File: config.mk
export PLATFORM = sky130hd
export DESIGN_NAME = alu_exec_unit
export DESIGN_NICKNAME = d
export VERILOG_FILES = /design/src/rtl/alu_pkg.sv /design/src/rtl/alu_shift_rot.sv /design/src/rtl/alu_exec_unit.sv
export SDC_FILE = /design/constraint.sdc
export NUM_CORES = 1
export LEC_CHECK = 0
export ABC_AREA = 1
export BUFFER_PORTS_ARGS = -buffer_cell sky130_fd_sc_hd__clkbuf_2
export CAP_MARGIN = 20
export CORE_MARGIN = 2
export CORE_UTILIZATION = 38
export CTS_BUF_LIST = sky130_fd_sc_hd__clkbuf_4
export DETAILED_ROUTE_END_ITERATION = 8
export PLACE_DENSITY_LB_ADDON = 0.1
export SYNTH_ARGS = -nofsm -noshare
export SYNTH_HDL_FRONTEND = slang
export SYNTH_SLANG_ARGS = --single-unit
File: constraint.sdc
create_clock -name clk -period 5 [get_ports clk]
set_input_delay 0.25 -clock clk [delete_from_list [all_inputs] [get_ports clk]]
set_output_delay 0.25 -clock clk [all_outputs]
set_load 0.02 [all_outputs]
File: src/rtl/alu_pkg.sv
`default_nettype none
// ============================================================================
//  Module   : alu_pkg
//  Purpose  : Opcode map and sequencing-state encoding for alu_exec_unit.
//  Revision : 1.0  initial release
// ============================================================================
package alu_pkg;

  // Opcode map; every value not listed here decodes as illegal.
  localparam int unsigned OP_TRAP  = 0;
  localparam int unsigned OP_NOP   = 1;
  localparam int unsigned OP_NOT   = 8;
  localparam int unsigned OP_AND   = 9;
  localparam int unsigned OP_OR    = 10;
  localparam int unsigned OP_XOR   = 11;
  localparam int unsigned OP_SHFTR = 12;
  localparam int unsigned OP_SHFTL = 13;
  localparam int unsigned OP_ROTR  = 14;
  localparam int unsigned OP_ROTL  = 15;
  localparam int unsigned OP_SWAP  = 16;
  localparam int unsigned OP_INC   = 17;
  localparam int unsigned OP_DEC   = 18;
  localparam int unsigned OP_ADD   = 19;
  localparam int unsigned OP_ADDC  = 20;
  localparam int unsigned OP_SUB   = 21;
  localparam int unsigned OP_EQ    = 22;
  localparam int unsigned OP_GT    = 23;
  localparam int unsigned OP_LT    = 24;

  // Sequencing state: normal issue, second SWAP write pending, halted by TRAP.
  typedef enum logic [1:0] {
    ST_RUN   = 2'd0,
    ST_SWAP2 = 2'd1,
    ST_HALT  = 2'd2
  } state_t;

endpackage
`default_nettype wire

File: src/rtl/alu_shift_rot.sv
`default_nettype none
// ============================================================================
//  Module   : alu_shift_rot
//  Purpose  : Combinational logical shifter / rotator.
//             dir=0 right, dir=1 left; rot=1 selects rotate.
//             Shifts by amt>=WIDTH give 0; rotates use amt mod WIDTH.
//  Revision : 1.0  initial release
// ============================================================================
module alu_shift_rot #(
  parameter int WIDTH = 20
) (
  input  logic [WIDTH-1:0]         a,
  input  logic [$clog2(WIDTH)-1:0] amt,
  input  logic                     dir,
  input  logic                     rot,
  output logic [WIDTH-1:0]         y
);

  int unsigned        amt_u;
  int unsigned        rot_amt;
  logic [2*WIDTH-1:0] dbl;
  logic [2*WIDTH-1:0] dbl_r;
  logic [2*WIDTH-1:0] dbl_l;

  // Rotates are taken from a doubled copy of the operand so wrap-around bits fall out naturally.
  always_comb begin
    amt_u   = 32'(amt);
    rot_amt = amt_u % 32'(WIDTH);
    dbl     = {a, a};
    dbl_r   = dbl >> rot_amt;
    dbl_l   = dbl << rot_amt;
    y       = '0;
    if (rot) begin
      y = dir ? dbl_l[2*WIDTH-1:WIDTH] : dbl_r[WIDTH-1:0];
    end else if (amt_u < 32'(WIDTH)) begin
      y = dir ? (a << amt_u) : (a >> amt_u);
    end
  end

endmodule
`default_nettype wire

File: src/rtl/alu_exec_unit.sv
`default_nettype none
// ============================================================================
//  Module   : alu_exec_unit
//  Purpose  : Registered single-stage execute unit with valid/ready on both
//             sides, persistent carry for ADDC, two-write SWAP sequencing
//             and a sticky halting TRAP.
//  Revision : 1.0  initial release
// ============================================================================
module alu_exec_unit
  import alu_pkg::*;
#(
  parameter int WIDTH = 20,
  parameter int OPW   = 5
) (
  input  logic             clk,
  input  logic             rst,
  input  logic             in_valid,
  output logic             in_ready,
  input  logic [OPW-1:0]   in_op,
  input  logic [WIDTH-1:0] in_a,
  input  logic [WIDTH-1:0] in_b,
  output logic             out_valid,
  input  logic             out_ready,
  output logic [WIDTH-1:0] out_w,
  output logic             out_wsel,
  output logic             out_we,
  output logic             out_carry,
  output logic             out_zero,
  output logic             out_sign,
  output logic             out_illegal,
  output logic             trap
);

  localparam int SHW = $clog2(WIDTH);

  state_t           state;
  state_t           state_next;
  logic             c_q;
  logic [WIDTH-1:0] swap_a;

  logic             accept;
  logic             drain;
  logic [31:0]      op_ext;

  logic [WIDTH:0]   sum_add;
  logic [WIDTH:0]   sum_addc;
  logic [WIDTH:0]   sum_inc;
  logic [WIDTH:0]   diff_sub;
  logic [WIDTH:0]   diff_dec;
  logic [WIDTH-1:0] shift_y;
  logic             shift_dir;
  logic             shift_rot;

  logic [WIDTH-1:0] res;
  logic             res_we;
  logic             res_carry;
  logic             res_illegal;
  logic             res_arith;

  // While the second SWAP write is pending no new bundle may enter.
  assign in_ready = (state == ST_RUN) && !(out_valid && out_wsel) && (!out_valid || out_ready);
  assign accept   = in_valid && in_ready;
  assign drain    = out_valid && out_ready;
  assign op_ext   = 32'(in_op);

  // Extra top bit of each sum/difference is the carry-out or borrow.
  assign sum_add  = {1'b0, in_a} + {1'b0, in_b};
  assign sum_addc = sum_add + {{WIDTH{1'b0}}, c_q};
  assign sum_inc  = {1'b0, in_a} + {{WIDTH{1'b0}}, 1'b1};
  assign diff_sub = {1'b0, in_a} - {1'b0, in_b};
  assign diff_dec = {1'b0, in_a} - {{WIDTH{1'b0}}, 1'b1};

  assign shift_dir = (op_ext == OP_SHFTL) || (op_ext == OP_ROTL);
  assign shift_rot = (op_ext == OP_ROTR)  || (op_ext == OP_ROTL);

  alu_shift_rot #(
    .WIDTH (WIDTH)
  ) u_shift_rot (
    .a   (in_a),
    .amt (in_b[SHW-1:0]),
    .dir (shift_dir),
    .rot (shift_rot),
    .y   (shift_y)
  );

  // Opcode decode and result selection for the incoming bundle.
  always_comb begin
    res         = '0;
    res_we      = 1'b0;
    res_carry   = 1'b0;
    res_illegal = 1'b0;
    res_arith   = 1'b0;
    case (op_ext)
      OP_TRAP, OP_NOP: ;
      OP_NOT:   begin res = ~in_a;        res_we = 1'b1; end
      OP_AND:   begin res = in_a & in_b;  res_we = 1'b1; end
      OP_OR:    begin res = in_a | in_b;  res_we = 1'b1; end
      OP_XOR:   begin res = in_a ^ in_b;  res_we = 1'b1; end
      OP_SHFTR, OP_SHFTL, OP_ROTR, OP_ROTL:
                begin res = shift_y;      res_we = 1'b1; end
      OP_SWAP:  begin res = in_b;         res_we = 1'b1; end
      OP_INC:   begin res = sum_inc[WIDTH-1:0];  res_carry = sum_inc[WIDTH];  res_we = 1'b1; res_arith = 1'b1; end
      OP_DEC:   begin res = diff_dec[WIDTH-1:0]; res_carry = diff_dec[WIDTH]; res_we = 1'b1; res_arith = 1'b1; end
      OP_ADD:   begin res = sum_add[WIDTH-1:0];  res_carry = sum_add[WIDTH];  res_we = 1'b1; res_arith = 1'b1; end
      OP_ADDC:  begin res = sum_addc[WIDTH-1:0]; res_carry = sum_addc[WIDTH]; res_we = 1'b1; res_arith = 1'b1; end
      OP_SUB:   begin res = diff_sub[WIDTH-1:0]; res_carry = diff_sub[WIDTH]; res_we = 1'b1; res_arith = 1'b1; end
      OP_EQ:    begin res = {{(WIDTH-1){1'b0}}, in_a == in_b}; res_we = 1'b1; end
      OP_GT:    begin res = {{(WIDTH-1){1'b0}}, in_a >  in_b}; res_we = 1'b1; end
      OP_LT:    begin res = {{(WIDTH-1){1'b0}}, in_a <  in_b}; res_we = 1'b1; end
      default:  res_illegal = 1'b1;
    endcase
  end

  // Next-state logic: SWAP takes two output handshakes, TRAP halts until reset.
  always_comb begin
    state_next = state;
    case (state)
      ST_RUN: begin
        if (accept && op_ext == OP_TRAP)      state_next = ST_HALT;
        else if (accept && op_ext == OP_SWAP) state_next = ST_SWAP2;
      end
      ST_SWAP2: if (drain) state_next = ST_RUN;
      ST_HALT:  state_next = ST_HALT;
      default:  state_next = ST_RUN;
    endcase
  end

  // State register.
  always_ff @(posedge clk) begin
    if (rst) state <= ST_RUN;
    else     state <= state_next;
  end

  // Output register, carry register, SWAP latch and sticky trap.
  always_ff @(posedge clk) begin
    if (rst) begin
      out_valid   <= 1'b0;
      out_w       <= '0;
      out_wsel    <= 1'b0;
      out_we      <= 1'b0;
      out_carry   <= 1'b0;
      out_zero    <= 1'b0;
      out_sign    <= 1'b0;
      out_illegal <= 1'b0;
      c_q         <= 1'b0;
      swap_a      <= '0;
      trap        <= 1'b0;
    end else if (state == ST_SWAP2) begin
      if (drain) begin
        out_w       <= swap_a;
        out_wsel    <= 1'b1;
        out_we      <= 1'b1;
        out_carry   <= 1'b0;
        out_zero    <= (swap_a == '0);
        out_sign    <= swap_a[WIDTH-1];
        out_illegal <= 1'b0;
      end
    end else if (accept) begin
      out_valid   <= 1'b1;
      out_w       <= res;
      out_wsel    <= 1'b0;
      out_we      <= res_we;
      out_carry   <= res_carry;
      out_zero    <= (res == '0);
      out_sign    <= res[WIDTH-1];
      out_illegal <= res_illegal;
      if (res_arith)            c_q    <= res_carry;
      if (op_ext == OP_SWAP)    swap_a <= in_a;
      if (op_ext == OP_TRAP)    trap   <= 1'b1;
    end else if (drain) begin
      out_valid <= 1'b0;
    end
  end

endmodule
`default_nettype wire

Word-level counts from Yosys, hierarchy flattened. Index checks and enable logic that the tools add are counted.

$add $sub $neg: 5. Divide/modulo/power cells: 1. Order comparisons: 3. Equal/unequal tests: 23. Shifts and indexed selects: 4. Multiplexer cells: 33. Bitwise operators: 5. Reductions and logical operators: 28.

Operators with widths (number): case mux 20 bit (14 select lines) (1); 2-to-1 mux 20 bit (7); equality test 5 bit, second input constant (9); equality test 5 x 4 -> 1 bit, second input constant (8); logical NOT 20 bit (2); left shift 40 x 32 -> 40 bit (1); >> shifter 40 x 32 -> 20 bit (1); logical NOT 32 bit (1); modulo 5 x 5 -> 32 bit, second input constant (1); adder 20 x 1 -> 21 bit, second input constant (1); adder 20 x 20 -> 21 bit (1); adder 21 x 1 -> 21 bit (1); subtractor 20 x 1 -> 21 bit, second input constant (1); subtractor 20 x 20 -> 21 bit (1); AND 20 bit (1); equality test 20 bit (1); greater-than comparator 20 bit (1); < comparator 20 bit (1); 2-to-1 mux 1 bit (20); NOT 20 bit (1); bitwise OR 20 bit (1); left shift 20 x 5 -> 20 bit (1); >> shifter 20 x 5 -> 20 bit (1); bitwise XOR 20 bit (1); 21 further kinds (37).

Flip-flop bits (word level): 51. Input port bits: 49. Output and inout bits: 29. Word-level logic and storage cells: 114.

Depth between registers and ports, before layout.
Depth in word-level cells: 9. Mapped depth: 28. Gate-level depth less buffers: 25.

Modules after synthesis. Synthesis repeated with hierarchy kept, for this count alone.

Cell total of the unflattened synthesis: 2341. Area total of the unflattened synthesis: 12364.4 um2.

Modules (own cells, without submodules): alu_exec_unit (instances 1, cells an instance 1437, area an instance 8171.6 um2, sequential area each 1001.0 um2); alu_shift_rot (instances 1, cells an instance 904, area an instance 4192.8 um2, sequential area each 0.0 um2).

Worst setup path after synthesis. No wires, ideal clock.

Kind: input -> register. Start point: in in_b[2]. End point: reg out_zero. Library setup time: 70 ps. Arrival: 2896 ps. Data required time: 4930 ps. Setup slack: 2034 ps. Stages on the path: 26. Path buffers: 3. Cell sequence: buf_4 -> inv_4 -> clkbuf_1 -> ha_1 -> buf_2 -> nand2_1 -> nand2_1 -> inv_1 -> nand2_1 -> nand2_1 -> nand2_1 -> inv_1 -> nand2_1 -> nor2_2 -> nand2_1 -> nor2_1 -> a21oi_1 -> o21ai_0 -> nand2_1 -> nor2_1 -> nand2_1 -> nor2_1 -> nand2_1 -> nor2_1 -> nand4_1 -> a21oi_1.

Cells in the longest elaborated chain, start to end: 8. Elaborated cells on any way between the ends: 23. Those cells by class: 3 x add/sub; 1 x div; 3 x order compare; 1 x eq/ne; 4 x shift; 7 x mux; 3 x bitwise; 1 x reduce/logical.

RTL lines: start: declaration (RTL line alu_exec_unit.sv:21) `input logic [WIDTH-1:0] in_b,`; modulo 5 x 5 -> 32 bit (tied with other cells) (RTL line alu_shift_rot.sv:28) `rot_amt = amt_u % 32'(WIDTH);`; >> shifter 40 x 32 -> 20 bit (tied with other cells) (RTL line alu_shift_rot.sv:30) `dbl_r = dbl >> rot_amt;`; 2-to-1 mux 20 bit, on equally long branches (RTL line alu_shift_rot.sv:34, alu_shift_rot.sv:35); 2-to-1 mux 20 bit (RTL line alu_shift_rot.sv:33) `if (rot) begin`; case mux 20 bit (14 select lines) * (RTL line alu_exec_unit.sv:93) `case (op_ext)`; logical NOT 20 bit * (RTL line alu_exec_unit.sv:164) `out_zero <= (res == '0);`; 2-to-1 mux 1 bit * (RTL line alu_exec_unit.sv:158) `end else if (accept) begin`; 2-to-1 mux 1 bit * (RTL line alu_exec_unit.sv:148) `end else if (state == ST_SWAP2) begin`; end signal: assignment (RTL line alu_exec_unit.sv:154) `out_zero <= (swap_a == '0);`; end signal: assignment (RTL line alu_exec_unit.sv:164); end: declaration (RTL line alu_exec_unit.sv:28) `output logic out_zero,`.

Mark *: on every way between the ends. The rest lies on a longest branch, timed or not. The select of a mux whose other input is x is not followed. A chain may end at the register's enable or synchronous reset.

Final worst setup path.
Start point: in in_a[8]. End point: reg out_zero.

Cells in the longest elaborated chain, start to end: 8. Elaborated cells on any way between the ends: 24. Those cells by class: 5 x add/sub; 2 x order compare; 1 x eq/ne; 4 x shift; 7 x mux; 4 x bitwise; 1 x reduce/logical.

RTL lines: start: declaration (RTL line alu_exec_unit.sv:20) `input logic [WIDTH-1:0] in_a,`; parallel branches: the longest is 4 deep, another holds adder 20 x 20 -> 21 bit; case mux 20 bit (14 select lines) * (RTL line alu_exec_unit.sv:93); logical NOT 20 bit * (RTL line alu_exec_unit.sv:164); 2-to-1 mux 1 bit * (RTL line alu_exec_unit.sv:158); 2-to-1 mux 1 bit * (RTL line alu_exec_unit.sv:148).

Mark *: on every way between the ends. The select of a mux whose other input is x is not followed.

==> metrics.txt <==
status=complete, no violations; Clock Latency Late Sink=380 ps; largest net degree at the start of global routing=47; post-route cell area=12900 um2; # IOs=78; RSZ-0062 raised after global routing=no; area share of the leading cell type in the synthesized netlist=0.265; register area=1000 um2; Pre-antenna DRT Iters=9; Synth Register Bits=50; measured slew at the worst slew-check pin=1110 ps; synth cell count leaders=nand2_1, nand3_1, inv_1, nor2_1, a21oi_1; via count=16.8k; DIE AREA=33200 um2; Max Fclk=268 MHz; # clock sinks=50; Starting DRT DRC Count=2069; post_cts resized=0; Total Routing Usage GR=0.384; Arrival @ worst endpoint=4050 ps; register share of total power=0.198; layout cells sized above 1=0.0693; CP Capture Type=register; CP max stage delay=580 ps; Slowest-stage cell, CP=ha_1; first-pass GRT wire length=97.6 mm; Buffers & Inverters on Critical Path=3; Total Nets Final=2527; Synth area leader=nand2_1; internal power=0.000936 W; Comb power frac=0.687; Sw Share=0.568; Setup Crit Path Kind=input pin to register; Psw=0.00123 W; min Tclk post-route=3730 ps; worst path cell trace=clkbuf_2, inv_1, ha_1, nand2_1, nor2_1, nand3_1, nand3_1, nand2_1, nand2_1, nand2_1, nor2_1, nand4_1, nand3_1, nand2_1, inv_1, nand2_1, nor2_1, nand2_1, nor2_1, nand4_1, a21oi_1; clk buf depth=2; drt drc=0; CP top delay family=simple AND/OR/NAND/NOR gates; final core utilization=0.410; clock skew=14.8 ps; CTS clock-pin slew for the worst setup and hold paths=160 ps; area delta synth->final=6.82%; worst slack at placement=1060 ps; relative slew slack=0.257; CTS tree=done; CTS buffer count=5; Final Setup Violations=0; Syn Nets=2518; cell mode on critical path=nand2_1; Root Driver=clkbuf_4; Pins Over Slew Limit=0; Initial Util=0.384; WL final=64.7 mm; Final Power=0.00217 W; Setup Buffers After CTS=0; Overflow after GRT=0; part of the power in the clock network=0.114; EDFF count, synth=0; vias per inst=5.96; drt wl/cell=23.0 um; worst setup margin=1270 ps; FP Rows=65; placed cell area=12800 um2; cell with the most instances after synthesis=nand2_1; vias in the first global route=15.9k; Seq/Total Area, Yosys=0.0828; startpoint types=input pin; Ys Warns=0; dpl hpwl=52.1 mm; PwrDens=168 nW/um2; CP max FO=13; GPL Wtd Cong=1.05; leading post-synthesis cells by cell area=nand2_1, nand3_1, dfxtp_1; Max Cap Viol=0; Max IR drop VDD=0.111 mV; main flop type after synthesis=dfxtp_1; Post-CTS Hold Fix Bufs=0; Die W=182 um; Cells after Synth=2399; Core Area=31500 um2; ANT cells=0; Post-synth ARST share=0; Mapped Avg Cell Area=5.04 um2; setup TNS=0 ps; CTS H-tree depth=2; Tcrit/Tclk final=0.746; post-synth cell types=55; Fillers=3749; synthesized cell area=12100 um2; WP data required=5320 ps; remaining antenna violation count=0; Buffers on Ports=77; initial antenna violation count=1; Die Ht=182 um; Hold Fails Final Rpt=0; area of the multi-input gates=9620 um2; Tightest Hold Check Type=input pin to register; leakage dissipation=6.71 nW
==> metrics by stage <==
step / std cells / hold WS [ps]
floorplan: 2399 / 432
global placement: 2802 / 440
detailed placement: 2802 / 445
CTS: 2810 / 168
global route: 2811 / 165
finish: 2811 / 181
==> state kept, by name, summed over array words and instances, names as in the netlist <==
register,count
out_we,1
state,2
swap_a,20
trap,1
out_illegal,1
out_zero,1
out_wsel,1
out_w,20
out_valid,1
out_carry,1
c_q,1
==> layout by cell type, fill, tap and decap left out, types with 10 or more instances in the layout <==
cell / n
a211oi_1: 16
a21oi_1: 164
buf_4: 50
clkbuf_2: 77
dfxtp_1: 50
ha_1: 68
inv_1: 230
nand2_1: 853
nand3_1: 294
nand4_1: 56
nor2_1: 209
nor3_1: 28
nor4_1: 10
o211ai_1: 11
o21ai_0: 134
o21ai_1: 12
o22ai_1: 36
xor2_1: 17
==> metal layers <==
metal,vias up,global-route usage,share of wire
met5,-,0,0
met1,7676,0.469,0.39
met3,232,0.0581,0.083
met4,0,0.244,0.073
met2,934,0.631,0.45
li1,7911,-,-
==> cells by family (layout without fill, tap and decap cells) <==
family,Yosys count,count (layout),share of synthesized area
fa+ha+maj,70,70,0.0737
buf+inv,368,378,0.122
xor+xnor,20,20,0.0167
simple gates,1476,1476,0.513
flops,50,50,0.0828
compound gates,415,415,0.192
==> path summary, 6_finish.rpt <==
kind             start   endpoint  slack [ps]  cells after the start
min          out_ready  out_valid         180                      4
min reg2reg       trap       trap         460                      2
max            in_a[8]   out_zero        1270                     21
max reg2reg        c_q   out_zero        1760                     16
==> power groups by stage <==
stage | clock [W] | sequential, W | combinational, W
finish | 0.000248 | 0.000430 | 0.00149
global route | 0.000272 | 0.000432 | 0.00164
CTS | 0.000252 | 0.000430 | 0.00145
detailed placement | 0 | 0.000439 | 0.00144
global placement | 0 | 0.000438 | 0.00145
floorplan | 0 | 0.000456 | 0.000960
==> tightest hold or removal path, stage by stage <==
cell      delay, ps
clkbuf_2        120
nand2_1          60
nand2_1          50
a21oi_1          60
==> layout make-up <==
class,instances,share of cell area
Multi-Input combinational cell,1981,0.745
Sequential cell,50,0.0775
Inverter,242,0.0706
Timing Repair Buffer,128,0.0611
Tap cell,402,0.0390
Clock buffer,6,0.00349
Clock inverter,2,0.00291
Power figures use the tool's default switching activity.
